## config.mk

```make
export PLATFORM = sky130hd
export DESIGN_NAME = segm7_sr_receiver_flat
export DESIGN_NICKNAME = d
export VERILOG_FILES = /design/src/rtl/segm7_pkg.sv /design/src/rtl/segm7_sr_receiver_if.sv /design/src/rtl/segm7_sync_edge.sv /design/src/rtl/segm7_sr_receiver.sv /design/src/flat_wrapper.sv
export SDC_FILE = /design/constraint.sdc
export NUM_CORES = 1
export LEC_CHECK = 0
export BUFFER_PORTS_ARGS = -buffer_cell sky130_fd_sc_hd__buf_2
export CAP_MARGIN = 20
export CELL_PAD_IN_SITES_DETAIL_PLACEMENT = 1
export CELL_PAD_IN_SITES_GLOBAL_PLACEMENT = 2
export CORE_ASPECT_RATIO = 2
export CORE_MARGIN = 2
export CORE_UTILIZATION = 32
export DETAILED_ROUTE_END_ITERATION = 6
export MAX_ROUTING_LAYER = met4
export PLACE_DENSITY = 0.83
export SLEW_MARGIN = 5
export SYNTH_ARGS = -nofsm -noshare
export SYNTH_HDL_FRONTEND = slang
export SYNTH_SLANG_ARGS = --single-unit
```

## constraint.sdc

```tcl
create_clock -name clk -period 1.65 [get_ports clk]
set_clock_uncertainty 0.1 [all_clocks]
set_input_delay 0.2475 -clock clk [delete_from_list [all_inputs] [get_ports clk]]
set_output_delay 0.2475 -clock clk [all_outputs]
set_load 0.01 [all_outputs]
```

## src/rtl/segm7_pkg.sv

```systemverilog
`default_nettype none
// ---------------------------------------------------------------------------
// segm7_pkg : shared constants and types for the segm7 serial-link receivers
// Rev 1.0
// ---------------------------------------------------------------------------
package segm7_pkg;

  localparam int COM_WIDTH       = 8;
  localparam int SEG_WIDTH       = 32;
  localparam int SYNC_STAGES_DEF = 2;

  typedef enum logic [0:0] {
    ARM_WAIT = 1'b0,
    ARM_DONE = 1'b1
  } arm_state_e;

  // BIT_CNT must hold WIDTH plus headroom to show overshoot before saturating
  function automatic int bcnt_width(input int width);
    return $clog2(width + 1) + 1;
  endfunction

endpackage
`default_nettype wire

```

## src/rtl/segm7_sr_receiver_if.sv

```systemverilog
`default_nettype none
// ---------------------------------------------------------------------------
// segm7_sr_receiver_if : SER/SRCLK/RCLK link plus receiver result bus
// Rev 1.0
// ---------------------------------------------------------------------------
interface segm7_sr_receiver_if
  import segm7_pkg::*;
#(
  parameter int WIDTH  = COM_WIDTH,
  parameter int FCNT_W = 16,
  parameter int BCNT_W = bcnt_width(WIDTH)
) ();

  logic              i_ser;
  logic              i_srclk;
  logic              i_rclk;
  logic [WIDTH-1:0]  o_data_out;
  logic              o_data_valid;
  logic              o_frame_err;
  logic [BCNT_W-1:0] o_bit_cnt;
  logic [FCNT_W-1:0] o_frame_cnt;

  modport master (
    output i_ser, i_srclk, i_rclk,
    input  o_data_out, o_data_valid, o_frame_err, o_bit_cnt, o_frame_cnt
  );

  modport slave (
    input  i_ser, i_srclk, i_rclk,
    output o_data_out, o_data_valid, o_frame_err, o_bit_cnt, o_frame_cnt
  );

endinterface
`default_nettype wire

```

## src/rtl/segm7_sync_edge.sv

```systemverilog
`default_nettype none
// ---------------------------------------------------------------------------
// segm7_sync_edge : multi-flop synchroniser with rising-edge detect
// Rev 1.0
// ---------------------------------------------------------------------------
module segm7_sync_edge #(
  parameter int SYNC_STAGES = 2
) (
  input  wire logic clk,
  input  wire logic rst,
  input  wire logic i_in,
  output logic      o_level,
  output logic      o_rise
);

  logic [SYNC_STAGES-1:0] r_sync;
  logic                   r_level_d;

  always_ff @(posedge clk or posedge rst) begin
    if (rst) begin
      r_sync    <= '0;
      r_level_d <= 1'b0;
    end else begin
      r_sync    <= {r_sync[SYNC_STAGES-2:0], i_in};
      r_level_d <= r_sync[SYNC_STAGES-1];
    end
  end

  assign o_level = r_sync[SYNC_STAGES-1];
  assign o_rise  = r_sync[SYNC_STAGES-1] & ~r_level_d;

endmodule
`default_nettype wire

```

## src/rtl/segm7_sr_receiver.sv

```systemverilog
`default_nettype none
// ---------------------------------------------------------------------------
// segm7_sr_receiver : oversampling 74HC595-style shift/latch receiver
// Rev 1.0
// ---------------------------------------------------------------------------
module segm7_sr_receiver
  import segm7_pkg::*;
#(
  parameter int WIDTH       = COM_WIDTH,
  parameter int SYNC_STAGES = SYNC_STAGES_DEF,
  parameter int FCNT_W      = 16
) (
  input  wire logic          clk,
  input  wire logic          rst,
  segm7_sr_receiver_if.slave bus
);

  localparam int                BCNT_W      = bcnt_width(WIDTH);
  localparam logic [BCNT_W-1:0] C_BCNT_FULL = BCNT_W'(WIDTH);
  localparam logic [BCNT_W-1:0] C_BCNT_MAX  = '1;
  localparam int                ARM_W       = $clog2(SYNC_STAGES + 1);
  localparam logic [ARM_W-1:0]  C_ARM_LAST  = ARM_W'(SYNC_STAGES);

  logic [2:0] w_line_in;
  logic [2:0] w_level;
  logic [2:0] w_rise;

  assign w_line_in = {bus.i_rclk, bus.i_srclk, bus.i_ser};

  // bit 0 = SER, bit 1 = SRCLK, bit 2 = RCLK; all share one delay so SER aligns with SRCLK
  for (genvar g = 0; g < 3; g++) begin : g_sync
    segm7_sync_edge #(
      .SYNC_STAGES(SYNC_STAGES)
    ) u_sync (
      .clk     (clk),
      .rst     (rst),
      .i_in    (w_line_in[g]),
      .o_level (w_level[g]),
      .o_rise  (w_rise[g])
    );
  end

  arm_state_e       r_arm_state;
  arm_state_e       w_arm_state_nxt;
  logic [ARM_W-1:0] r_arm_cnt;
  logic [ARM_W-1:0] w_arm_cnt_nxt;
  logic             w_armed;

  always_ff @(posedge clk or posedge rst) begin
    if (rst) begin
      r_arm_state <= ARM_WAIT;
      r_arm_cnt   <= '0;
    end else begin
      r_arm_state <= w_arm_state_nxt;
      r_arm_cnt   <= w_arm_cnt_nxt;
    end
  end

  // Holds off edges until the chain has flushed any line already high at release
  always_comb begin
    w_arm_state_nxt = r_arm_state;
    w_arm_cnt_nxt   = r_arm_cnt;
    w_armed         = 1'b0;
    case (r_arm_state)
      ARM_WAIT: begin
        if (r_arm_cnt == C_ARM_LAST) begin
          w_arm_state_nxt = ARM_DONE;
        end else begin
          w_arm_cnt_nxt = r_arm_cnt + ARM_W'(1);
        end
      end
      ARM_DONE: begin
        w_armed = 1'b1;
      end
      default: begin
        w_arm_state_nxt = ARM_WAIT;
        w_arm_cnt_nxt   = '0;
      end
    endcase
  end

  logic w_ser_s;
  logic w_shift;
  logic w_latch;

  assign w_ser_s = w_level[0];
  assign w_shift = w_rise[1] & w_armed;
  assign w_latch = w_rise[2] & w_armed;

  logic [WIDTH-1:0]  r_sr;
  logic [WIDTH-1:0]  r_data_out;
  logic              r_data_valid;
  logic              r_frame_err;
  logic [BCNT_W-1:0] r_bit_cnt;
  logic [BCNT_W-1:0] w_bit_cnt_nxt;
  logic [FCNT_W-1:0] r_frame_cnt;

  // A shift coincident with a latch counts as the first bit of the next word
  always_comb begin
    w_bit_cnt_nxt = r_bit_cnt;
    if (w_latch) begin
      w_bit_cnt_nxt = w_shift ? BCNT_W'(1) : '0;
    end else if (w_shift && (r_bit_cnt != C_BCNT_MAX)) begin
      w_bit_cnt_nxt = r_bit_cnt + BCNT_W'(1);
    end
  end

  always_ff @(posedge clk or posedge rst) begin
    if (rst) begin
      r_sr         <= '0;
      r_data_out   <= '0;
      r_data_valid <= 1'b0;
      r_frame_err  <= 1'b0;
      r_bit_cnt    <= '0;
      r_frame_cnt  <= '0;
    end else begin
      r_data_valid <= 1'b0;
      r_frame_err  <= 1'b0;
      r_bit_cnt    <= w_bit_cnt_nxt;
      if (w_shift) begin
        r_sr <= {r_sr[WIDTH-2:0], w_ser_s};
      end
      if (w_latch) begin
        r_data_out   <= r_sr;
        r_data_valid <= 1'b1;
        r_frame_err  <= (r_bit_cnt != C_BCNT_FULL);
        r_frame_cnt  <= r_frame_cnt + FCNT_W'(1);
      end
    end
  end

  assign bus.o_data_out   = r_data_out;
  assign bus.o_data_valid = r_data_valid;
  assign bus.o_frame_err  = r_frame_err;
  assign bus.o_bit_cnt    = r_bit_cnt;
  assign bus.o_frame_cnt  = r_frame_cnt;

endmodule
`default_nettype wire
```

## src/flat_wrapper.sv

```systemverilog
// flat-port wrapper written by rule: the top's interface ports become plain ports
module segm7_sr_receiver_flat import segm7_pkg::*;
#(
  parameter int WIDTH       = COM_WIDTH,
  parameter int SYNC_STAGES = SYNC_STAGES_DEF,
  parameter int FCNT_W      = 16
)
  (clk, rst, bus_i_ser, bus_i_srclk, bus_i_rclk, bus_o_data_out, bus_o_data_valid, bus_o_frame_err, bus_o_bit_cnt, bus_o_frame_cnt);
  segm7_sr_receiver_if #(.WIDTH(WIDTH), .FCNT_W(FCNT_W)) bus_i ();
  input  wire logic clk;
  input  wire logic rst;
  input wire logic [$bits(bus_i.i_ser)-1:0] bus_i_ser;
  input wire logic [$bits(bus_i.i_srclk)-1:0] bus_i_srclk;
  input wire logic [$bits(bus_i.i_rclk)-1:0] bus_i_rclk;
  output wire logic [$bits(bus_i.o_data_out)-1:0] bus_o_data_out;
  output wire logic [$bits(bus_i.o_data_valid)-1:0] bus_o_data_valid;
  output wire logic [$bits(bus_i.o_frame_err)-1:0] bus_o_frame_err;
  output wire logic [$bits(bus_i.o_bit_cnt)-1:0] bus_o_bit_cnt;
  output wire logic [$bits(bus_i.o_frame_cnt)-1:0] bus_o_frame_cnt;
  assign bus_i.i_ser = bus_i_ser;
  assign bus_i.i_srclk = bus_i_srclk;
  assign bus_i.i_rclk = bus_i_rclk;
  assign bus_o_data_out = bus_i.o_data_out;
  assign bus_o_data_valid = bus_i.o_data_valid;
  assign bus_o_frame_err = bus_i.o_frame_err;
  assign bus_o_bit_cnt = bus_i.o_bit_cnt;
  assign bus_o_frame_cnt = bus_i.o_frame_cnt;
  segm7_sr_receiver #(.WIDTH(WIDTH), .SYNC_STAGES(SYNC_STAGES), .FCNT_W(FCNT_W)) u_core (.clk(clk), .rst(rst), .bus(bus_i));
endmodule
```

==> run summary <==
outcome = finished with violations
failing checks = setup timing
Psw = 914.6 uW
R2R cell count = 8
FMAX = 564.8 MHz
Worst path slowest cell = dfrtp_2
Fin Setup TNS = -0.4507 ns
Buffers on Ports = 35
Comb pwr share = 0.185
Final Hold Fails = 0
Worst Path Arrival = 1.89 ns
via-per-instance ratio = 4.806
gpl congestion = 0.7516
Mapped Area = 1972 um^2
Worst VDD drop = 0.0005704 V
R2R setup slack = -0.12 ns
RSZ-0062 raised after global routing = true
layout cell share with drive strength beyond 1 = 0.3591
Synthesized Nets = 172
global-route wire length before repair = 6610 um
fin crit share = 1.073
Ys Warns = 0
nets@finish = 229
Clock Pin Slew Worst Setup and Hold Paths = 0.07 ns
min-delay src = u_core.g_sync[2].u_sync.r_sync[0]
Routed Antenna Nets = 0
met2 WL = 2100 um
commonest non-fill, non-tap cell in the layout = dfrtp_1
PD cells = 1275 nW/um^2
area of the core = 6006 um^2
Setup Viol. Count Final = 5
CP required = 1.77 ns
DR vias = 1360
wire per inst = 13.70 um
# IOs = 36
Synth area leaders = dfrtp_1 (63%), nand2_1 (6.5%), xnor2_1 (5.8%), mux2_2 (4.6%), ha_1 (3.2%)
CP startpoint kind = flop
initial drt markers = 33
minimum clock period = 1.770 ns
slew margin rel. = 0.7420
ANT cells = 0
Detail Placement HPWL = 2782 um
CP peak stage delay = 0.42 ns
MaxCap Viol Count = 0
FILL cells = 671
CP max FO = 4
top-area cell type share of the netlist area = 0.6345
HP Class = reg -> reg
Seq pwr share = 0.498
M1 WL = 1560 um
final wirelength = 3876 um
Worst setup EP type = flop
vias in the first global route = 1404
average size of a mapped cell = 12.17 um^2
max layer used = met4
Die H = 115.0 um
WS Path Type = reg -> reg
CTS tree = built
DR pass1 iterations = 3
# rows = 40
Distinct cells, synth = 24
final hold slack = 0.2472 ns
post-synthesis sequential area ratio = 0.6345
Syn-to-layout area delta = 30.01%
Die X-Extent = 59.51 um
sw frac = 0.2798
largest net degree at the start of global routing = 35
Cell Int Power = 2.354 mW
reg2reg end = u_core.bus.o_bit_cnt[4]
CP Cell Sequence = ha_4 > and3_4 > ha_4 > and4bb_2 > buf_4 > buf_4 > nand2_1 > a21oi_1
GR Overflow Total = 0
CTS max path bufs = 2
Clock Power Share = 0.317
Root Buffer Master = clkbuf_16
metal3 WL = 130 um
hold path cells = 0
H-tree depth = 2
WHS Endpoint = u_core.g_sync[2].u_sync.r_sync[1]
Slew Viols, Final = 0
clock sinks = 50
# DRC = 0
final worst slack = -0.1204 ns
antenna violations before repair = 0
GRT Total Usage = 0.1305
Initial Utilization = 0.3283
die area = 6844 um^2
reg-to-reg startpoint = u_core.bus.o_bit_cnt[0]
CTS buffer count = 5
Leakage Power = 1.280 nW
worst-skew pair later-pin latency = 0.29 ns
#FFs+latches synth = 50
dominant cell type by area after synthesis = dfrtp_1
most frequent cells in the layout = dfrtp_1 (49), buf_2 (35), nand2_1 (34), xnor2_1 (13), buf_4 (13)
Pwr Total = 3.269 mW
worst-margin pin slew = 0.3865 ns
cells after synthesis = 162
-- registers in the layout (all words and copies together), names as in the netlist --
| name | count |
|---|---|
| u_core.r_arm_cnt | 2 |
| u_core.bus.o_data_out | 8 |
| u_core.r_arm_state | 1 |
| u_core.g_sync.u_sync.r_level_d | 2 |
| u_core.bus.o_data_valid | 1 |
| u_core.r_sr | 8 |
| u_core.bus.o_frame_err | 1 |
| u_core.bus.o_bit_cnt | 5 |
| u_core.bus.o_frame_cnt | 16 |
| u_core.g_sync.u_sync.r_sync | 6 |
-- power groups by stage --
stage | combinational [mW] | clock, mW | sequential [mW]
floorplan | 0.267 | 0 | 1.69
global placement | 0.582 | 0 | 1.63
detailed placement | 0.596 | 0 | 1.65
CTS | 0.610 | 1.07 | 1.63
global route | 0.672 | 1.10 | 1.67
finish | 0.605 | 1.04 | 1.63
-- through the flow --
| stage | util | setup slack [ns] | instances | area [um^2] |
|---|---|---|---|---|
| 6_report | 0.4269 | -0.1204 | 283 | 2564 |
| 5_1_grt | 0.4269 | -0.2101 | 283 | 2564 |
| 4_1_cts | 0.4231 | -0.1461 | 281 | 2541 |
| 3_5_place_dp | 0.3871 | -0.1732 | 267 | 2325 |
| 3_3_place_gp | 0.3871 | -0.1289 | 267 | 2325 |
| 2_1_floorplan | - | -0.1660 | 162 | 1993 |
-- per-layer routing --
layer	global-route usage	vias to the layer above
met4	0.06222	0
met5	-	-
met1	0.1473	684
met2	0.2168	27
li1	-	643
met3	0.02362	6
-- Yosys cell counts (all sizes together) --
cell	count
o21ai	2
nand2	34
ha	5
nor3	1
a31oi	2
mux2	8
nor2	9
dfrtp	50
xnor2	13
inv	6
xor2	5
nand4	6
and4	1
and4bb	1
a21oi	4
or2	1
and3	3
clkbuf	2
buf	2
nand3b	2
nand3	5
-- critical path: cells and delay by family (launching register included) --
family / cells / cell delay (ns)
compound gates: 1 / 0.11
fa+ha+maj: 2 / 0.31
buf+inv: 2 / 0.21
flops: 1 / 0.42
simple gates: 3 / 0.55
-- kinds of logic after synthesis --
group | after synthesis | synth area share
AOI/OAI and AO/OA | 8 | 0.02157
xor gates and xnor gates | 18 | 0.08376
adders and majority gates | 5 | 0.03173
buffers and inverters | 10 | 0.02031
DFF | 50 | 0.6345
muxes | 8 | 0.04569
and+or+nand+nor | 63 | 0.1624
-- how the worst max path moves through the flow --
stage / end / cells after the start / slack, ns / startpoint
after floorplan: u_core.bus.o_bit_cnt[3] / 7 / -0.17 / u_core.bus.o_bit_cnt[0]
after global placement: u_core.bus.o_bit_cnt[3] / 7 / -0.13 / u_core.bus.o_bit_cnt[0]
after detailed placement: u_core.bus.o_bit_cnt[3] / 7 / -0.17 / u_core.bus.o_bit_cnt[0]
after CTS: u_core.bus.o_bit_cnt[3] / 7 / -0.15 / u_core.bus.o_bit_cnt[1]
after global routing: u_core.bus.o_bit_cnt[3] / 7 / -0.21 / u_core.bus.o_bit_cnt[0]
final: u_core.bus.o_bit_cnt[4] / 8 / -0.12 / u_core.bus.o_bit_cnt[0]
-- area by class of cell --
class | count | area [um^2] | area share
sequential | 50 | 1252 | 0.4885
multi-input combinational | 102 | 714.4 | 0.2787
timing repair buffer | 54 | 344.1 | 0.1342
clock buffer | 6 | 138.9 | 0.05417
tap | 63 | 78.83 | 0.03075
inverter | 6 | 22.52 | 0.008785
clock inverter | 2 | 12.51 | 0.004880
-- timing repair --
| item | 4_1_cts | 5_1_grt |
|---|---|---|
| resized for setup | 1 | 2 |
| hold buffers | 4 | 0 |
| hold endpoints to repair | 19 | 0 |
| setup buffers | 2 | 3 |
| pin swaps | 6 | 5 |
| setup endpoints to repair | 4 | 5 |
(Power assumes the default switching activity.)
